==> src/rtl/alu_issue_ctrl.sv <==
// alu_issue_ctrl: single-issue controller sequencing register reads, an external ALU and writeback.
module alu_issue_ctrl (
  input  logic        Clk,
  input  logic        Reset,
  input  logic        InstrValid,
  output logic        InstrReady,
  input  logic [15:0] Instr,
  output logic [31:0] AluA,
  output logic [31:0] AluB,
  output logic        AluAorL,
  output logic        AluSorU,
  output logic [2:0]  AluOpCode,
  input  logic [31:0] AluResult,
  input  logic        WrEn,
  input  logic [2:0]  WrAddr,
  input  logic [31:0] WrData,
  input  logic [2:0]  RdAddr,
  output logic [31:0] RdData,
  output logic        DoneValid,
  input  logic        DoneReady,
  output logic [2:0]  DoneRd,
  output logic [31:0] DoneData,
  output logic        Busy,
  output logic [15:0] OpCount
);
  typedef enum logic [1:0] {IDLE, READ, EXEC, DONE} state_t;
  state_t state, state_next;
  logic [31:0] regs [8];
  logic [2:0]  op, rd, ra, rb;
  logic        a_or_l, s_or_u, wb_pending, accept, ext_wr;
  logic        unused;
  assign unused = &Instr[1:0];
  always_comb begin
    accept     = state == IDLE && InstrValid;
    ext_wr     = state == IDLE && !InstrValid && WrEn && WrAddr != 3'd0;
    state_next = state == IDLE ? (InstrValid ? READ : IDLE) :
                 state == READ ? EXEC :
                 state == EXEC ? DONE :
                 (DoneReady ? IDLE : DONE);
    InstrReady = state == IDLE;
    Busy       = state != IDLE;
    DoneValid  = state == DONE;
    RdData     = regs[RdAddr];
  end
  always_ff @(posedge Clk)
    state <= Reset ? IDLE : state_next;
  // wb_pending marks the first DONE cycle so writeback and the count happen once per op
  always_ff @(posedge Clk) begin
    if (Reset) begin
      for (int i = 0; i < 8; i++) regs[i] <= '0;
      {op, rd, ra, rb, a_or_l, s_or_u, wb_pending} <= '0;
      {AluA, AluB, AluAorL, AluSorU, AluOpCode} <= '0;
      {DoneData, DoneRd, OpCount} <= '0;
    end else begin
      if (accept) {op, a_or_l, s_or_u, rd, ra, rb} <= Instr[15:2];
      if (state == READ) begin
        AluA      <= regs[ra];
        AluB      <= regs[rb];
        AluOpCode <= op;
        AluAorL   <= a_or_l;
        AluSorU   <= s_or_u;
      end
      if (state == EXEC) begin
        DoneData   <= AluResult;
        DoneRd     <= rd;
        wb_pending <= 1'b1;
      end
      if (state == DONE && wb_pending) begin
        wb_pending <= 1'b0;
        OpCount    <= OpCount + 16'd1;
        if (DoneRd != 3'd0) regs[DoneRd] <= DoneData;
      end
      if (ext_wr) regs[WrAddr] <= WrData;
    end
  end
endmodule

==> config.mk <==
export PLATFORM = sky130hd
export DESIGN_NAME = alu_issue_ctrl
export DESIGN_NICKNAME = d
export VERILOG_FILES = /design/src/rtl/alu_issue_ctrl.sv
export SDC_FILE = /design/constraint.sdc
export NUM_CORES = 1
export LEC_CHECK = 0
export CORE_ASPECT_RATIO = 0.75
export CORE_MARGIN = 1.5
export CORE_UTILIZATION = 55
export CTS_CLUSTER_DIAMETER = 80
export CTS_CLUSTER_SIZE = 40
export DETAILED_ROUTE_END_ITERATION = 7
export PLACE_DENSITY = 0.79
export SYNTH_ARGS = -nofsm -noshare
export SYNTH_HDL_FRONTEND = slang
export SYNTH_SLANG_ARGS = --single-unit
==> constraint.sdc <==
create_clock -name Clk -period 7.95 [get_ports Clk]
set_clock_uncertainty 0.2 [all_clocks]
set_input_delay 1.59 -clock Clk [delete_from_list [all_inputs] [get_ports Clk]]
set_output_delay 1.59 -clock Clk [all_outputs]
set_load 0.05 [all_outputs]
==> flow_metrics.py <==
metrics = {
    "yosys": {
        "ys_ff_latch": 393,
        "synth-simple-area-share": 0.118,
        "yosysWarnings": 0,
        "synth_cell_types": 42,
        "synth_cells": 1469,
        "synth_top_family_by_area": "multiplexers",
        "ys_seq_area_frac": 0.542,
        "synth-compound-area-share": 0.0469,
        "synthMuxAreaShare": 0.261,
        "syn_area_um2": 19200,
        "synth_fa_ha_area_frac": 0.000650,
        "synth_xor_area_frac": 0.00364,
        "syn_avg_cell_area_um2": 13.1,
    },
    "floorplanning": {
        "ioPinCount": 246,
        "die_w_um": 219,
        "core_area_um2": 34500,
        "dieArea_um2": 36100,
        "initial_utilization": 0.557,
        "die_y_um": 165,
        "fp-row-count": 59,
    },
    "layout": {
        "area_growth_syn_to_layout_pct": 17.4,
        "fillers": 2573,
        "drive_gt1_frac": 0.178,
        "fin_area_um2": 22600,
        "nets": 1749,
        "insertedDiodeCount": 0,
    },
    "clock_network": {
        "cts_setup_buffers": 0,
        "cts_made_buffers": 15,
        "hold_buffers": 0,
        "cts_resized": 0,
        "clock_sinks": 393,
        "clk_latency_ns": 0.55,
        "cts_max_level": 1,
        "clk_pin_slew_worst_paths_ns": 0.14,
        "cts_tree": "yes",
        "cts_root_buffer": "clkbuf_16",
        "clk_path_buf_depth": 3,
    },
    "power_and_ir_drop": {
        "power_density_nw_per_um2": 191,
        "switchingPower_mw": 1.29,
        "peakVddDrop_mv": 0.134,
        "power_mw": 4.31,
        "clockPowerShare": 0.240,
        "switching_share": 0.298,
        "p_comb_frac": 0.208,
        "p_int_mw": 3.03,
        "seqPwrFrac": 0.552,
        "total_leakage_power_nw": 7.18,
    },
    "timing": {
        "report.final.slew_viol_count": 0,
        "worst_slew_pin_slew_ns": 1.20,
        "finalSetupViolations": 0,
        "rsz0062_at_grt": "no",
        "fmax_mhz": 166,
        "fin_tns_setup_ns": 0,
        "hold_viol": 0,
        "period_needed_ns": 6.03,
        "finalCritPeriodShare": 0.759,
        "maxSlewHeadroom": 0.203,
    },
    "placed_design": {
        "placed_area_um2": 22100,
        "numPortBuffers": 243,
        "dp_hpwl_um": 31500,
        "gp_congestion": 0.803,
    },
    "route": {
        "drtIter0Drc": 1517,
        "dr.pass1.iters": 7,
        "wl_met3_um": 5590,
        "routed_wl_um": 52800,
        "via_per_inst": 6.40,
        "antenna_left": 0,
        "wl_met1_um": 20100,
        "drc": 0,
        "wl_met2_um": 25700,
        "wl_per_cell_um": 24.9,
        "maxUsedRoutingLayer": "met4",
        "vias": 13600,
    },
    "global_route": {
        "antenna_found_initial": 0,
        "grt_use_total": 0.293,
        "grt-ovfl-total": 0,
        "grt_max_degree": 66,
        "grt_pass1_vias": 13400,
        "grt_first_pass_wirelength_um": 78800,
    },
    "critical_path": {
        "crit_type": "in2out",
        "critPathMaxFanout": 38,
        "end_kind": "output port",
        "startpoint_type": "input pin",
        "worst-endpoint-arrival_ns": 4.24,
        "critPathRequiredTime_ns": 6.16,
    },
    "hold_path": {
        "hold_path.class": "reg2reg",
    },
    "outcome": {
        "status": "finished, final reports clean",
    },
    "job": {
        "cap_violations": 0,
    },
}
-- cells in the final DEF (no fill, tap or decap), drive strengths merged, types with 4 or more instances in the layout --
cell / netlist / layout
nand2: 116 / 116
nand3: 7 / 7
clkdlybuf4s50: 0 / 239
nand4: 6 / 6
nor2b: 5 / 5
edfxtp: 256 / 256
a21oi: 62 / 62
inv: 4 / 8
clkbuf: 83 / 18
buf: 39 / 23
or4: 6 / 6
o22ai: 67 / 67
and3: 4 / 4
mux4: 192 / 192
xor2: 8 / 8
conb: 1 / 32
nor3: 69 / 69
nor2: 304 / 304
mux2: 32 / 32
mux2i: 33 / 33
o31ai: 6 / 6
nand2b: 11 / 11
dfxtp: 137 / 137
-- kinds of logic (layout without fill, tap and decap cells) --
| family | after synthesis | count (layout) |
|---|---|---|
| DFF | 393 | 393 |
| AOI/OAI and AO/OA | 144 | 144 |
| adders and majority gates | 1 | 1 |
| other | 1 | 32 |
| muxes | 257 | 257 |
| and+or+nand+nor | 539 | 539 |
| xor gates and xnor gates | 8 | 8 |
| buffers and inverters | 126 | 290 |
-- per-stage QoR --
stage	hold slack (ns)	worst slack [ns]	cells	util
after floorplan	0.232	2.97	1500	-
after global placement	0.235	1.96	2097	0.640
after detailed placement	0.249	1.94	2097	0.640
after CTS	0.268	1.94	2121	0.654
after global routing	0.285	1.83	2121	0.654
final	0.266	1.92	2121	0.654
-- worst max-delay path, cell delays in order --
cell and delay, ns:
buf_2 0.55, buf_4 0.62, mux4_2 0.40, mux2_2 0.33, clkdlybuf4s50_1 0.72
-- area by class of cell --
type	instances	area (µm²)	share of cell area
flip-flops and latches	393	10400	0.462
multi-input cells	981	8510	0.377
repair buffers	262	2560	0.114
well taps	457	572	0.0253
clock buffers	18	387	0.0171
clock inverters	6	96.3	0.00427
inverters	4	15.0	0.000665
-- state kept, by name, summed over array words and instances (netlist names), 2 cells and up --
register	cells
regs	256
AluA	32
AluB	32
DoneData	32
OpCount	16
AluOpCode	3
DoneRd	3
op	3
ra	3
rb	3
rd	3
state	2
-- cell usage after synthesis (all sizes together) --
cell     instances  area [µm²]
or4              6        45.0
a2111oi          1        27.5
a32oi            2        17.5
and2             3        18.8
nand4            6        37.5
buf             39         210
or3b             1        8.76
ha               1        12.5
conb             1        3.75
mux2i           33         330
nor2           304        1140
nor2b            5        31.3
nand3            7        35.0
o22ai           67         438
nor4             2        27.5
mux4           192        4320
dfxtp          137        2740
xor2             8        70.1
mux2            32         360
and4             3        26.3
nor3b            1        7.51
o21ai            1        5.00
edfxtp         256        7690
nand2b          11        68.8
inv              4        15.0
nor3            69         357
o31ai            6        45.0
a21oi           62         310
and3             4        25.0
o32ai            1        16.3
clkbuf          83         312
nand2          116         435
a22oi            1        12.5
or3              1        6.26
o311a            3        30.0
-- power by group through the flow --
stage	combinational (mW)	sequential, mW	clock [mW]
2_1_floorplan	0.486	2.52	0
3_3_place_gp	0.885	2.41	0
3_5_place_dp	0.895	2.42	0
4_1_cts	0.899	2.38	1.05
5_1_grt	0.944	2.39	1.10
6_report	0.897	2.38	1.04
-- path summary, 6_finish.rpt --
check | start | endpoint | slack (ns) | depth (start not counted)
worst max-delay path | RdAddr[1] | RdData[31] | 1.92 | 5
worst min-delay path | AluOpCode[2] | AluOpCode[2] | 0.27 | 2
worst max register to register | state[1] | regs[4][21] | 4.12 | 6
worst min register to register | AluOpCode[2] | AluOpCode[2] | 0.27 | 2
-- per-layer routing --
metal | GRT usage | vias to the layer above
li1 | - | 5916
met1 | 0.395 | 6767
met2 | 0.490 | 785
met3 | 0.0569 | 102
met4 | 0.0834 | 0
met5 | 0 | -
Note: power is estimated with default switching activity, not from simulation.
==> patch (config.mk and constraints unchanged) <==
Re-encode `state_t` (4 states) as Gray code, 2 bits wide.
--- a/src/rtl/alu_issue_ctrl.sv
+++ b/src/rtl/alu_issue_ctrl.sv
@@ -25,3 +25,3 @@
 );
-  typedef enum logic [1:0] {IDLE, READ, EXEC, DONE} state_t;
+  typedef enum logic [1:0] {IDLE = 2'b00, READ = 2'b01, EXEC = 2'b11, DONE = 2'b10} state_t;
   state_t state, state_next;
Formal check against the unedited RTL: no difference found for any inputs over 4 cycles, from zero or initial values and one cycle with Reset high; so few cycles prove little.
==> patch against the unedited design <==
- routed wire length increased by 0.62%
- cell area about the same
- critical endpoint is now RdData[26]
- largest cell class unchanged
- worst setup slack got worse by 0.067 ns
- via count increased by 0.71%
- area after synthesis decreased by 0.32%
- power increased by 2.6%
- die area decreased by 0.32%
- non-clock buffer count decreased by 3
- highest routed layer unchanged
- sequential cell count unchanged
==> patch: results (changes against the unedited design) <==
| Metric | Value |
|---|---|
| Status | finished clean |
| Mux contribution to synthesized area | 0.261 (+0.000311) |
| Cell area after placement | 22000 um^2 (-0.46%) |
| Post-CTS Resized | 0 (unchanged) |
| Total CTS buffers | 16 (+1) |
| Placed instance count | 2096 (-0.048%) |
| Max rail drop VDD | 256 uV (+92%) |
| Layout cells sized above 1 | 0.181 (+0.00268) |
| Largest net degree at the start of global routing | 110 (+67%) |
| Routability cong. | 0.810 (+0.81%) |
| Met1 Use GR | 0.401 (+0.00645) |
| Vias per Instance | 6.43 (+0.57%) |
| Setup Slack @ Placement | 1.82 ns (-0.125 ns) |
| Slew headroom | 0.163 (-0.0392) |
| Post-Syn Instances | 1472 (+0.20%) |
| Compound-Gate Fraction of Synth Area | 0.0453 (-0.00155) |
| First-pass GRT wire length | 80200 um (+1.7%) |
| Total GRT Usage | 0.296 (+0.00342) |
| Post-Synth Adder-Cell Area | 0.000652 (+0.00000208) |
| Dpl hpwl | 31900 um (+1.2%) |
| WP data arrival | 4.31 ns (+0.07 ns) |
| Netlist cell types | 47 (+12%) |
| DR vias | 13700 (+0.71%) |
| First-pass iteration count of the detailed router | 5 (-2) |
| Wirelength per Cell | 25.0 um (+0.48%) |
| Sequential share of the synthesized area | 0.544 (+0.00173) |
| Critical Path Fanout Max | 46 (+21%) |
| Largest cells by area after synthesis | edfxtp_1 (40%), mux4_2 (23%), dfxtp_1 (14%) |
| Post-synth top cells | nor2_1 (298), edfxtp_1 (256), mux4_2 (192), dfxtp_1 (137), nand2_1 (118) |
| GR Util met3 | 0.0635 (+0.00663) |
| Static leakage power | 7.16 nW (-0.38%) |
| Met2 usage | 0.488 (-0.00201) |
| Vias in the first global route | 13400 (+0.52%) |
| Synth Area in XOR/XNOR | 0.00320 (-0.000445) |
| Detailed Route Iter0 Violations | 1572 (+3.6%) |
==> patch: cell types whose count changed in the layout (fill, tap and decap cells not counted), moves of 3 or more <==
cell      change
nand2b_1      +4
buf_4         -3
nand3_1       +3
nor2_1        -6
a21oi_1       +4
and3_1        -3
==> patch: stage by stage <==
stage               power, W  hold slack [ns]
CTS                  0.00444            0.266
global route         0.00456            0.283
finish               0.00442            0.260
floorplan            0.00299            0.232
global placement     0.00327            0.240
detailed placement   0.00329            0.245
==> patch: kinds of logic after synthesis <==
group / after synthesis
adder cells (fa/ha/maj): 1
multiplexers: 256
other: 1
AO/OA/AOI/OAI: 148
flip-flops: 393
AND/OR/NAND/NOR: 539
buffers and inverters: 127
XOR/XNOR: 7
==> patch: final cells by class <==
type                    count  area [um^2]
clock inverters            10          179
well taps                 457          572
inverters                   4         15.0
multi-input cells         983         8430
flip-flops and latches    393        10400
repair buffers            259         2540
fillers                  2507        11900
clock buffers              18          429
==> patch: per-layer routing <==
| metal | part of all wire | up-vias |
|---|---|---|
| met5 | 0 | - |
| met4 | 0.027 | 0 |
| met3 | 0.099 | 96 |
| met2 | 0.49 | 798 |
| met1 | 0.39 | 6850 |
| li1 | - | 5922 |
==> patch: worst max-delay path: stages <==
cell	delay, ns
buf_4	0.73
buf_4	0.38
mux4_2	0.54
mux2_2	0.32
clkdlybuf4s50_1	0.72
==> patch: path summary, 6_finish.rpt <==
check,startpoint,to,slack [ns],cells past startpoint
min,op[1],AluOpCode[1],0.26,2
max reg2reg,state[0],AluA[31],4.08,5
max,RdAddr[0],RdData[26],1.85,5
min reg2reg,op[1],AluOpCode[1],0.26,2
==> patch: report_power, final <==
part / total (W) / switching [W] / internal, W
logic: 0.000871 / 0.000505 / 0.000366
clock network: 0.00117 / 0.000704 / 0.000469
registers: 0.00238 / 0.000106 / 0.00228
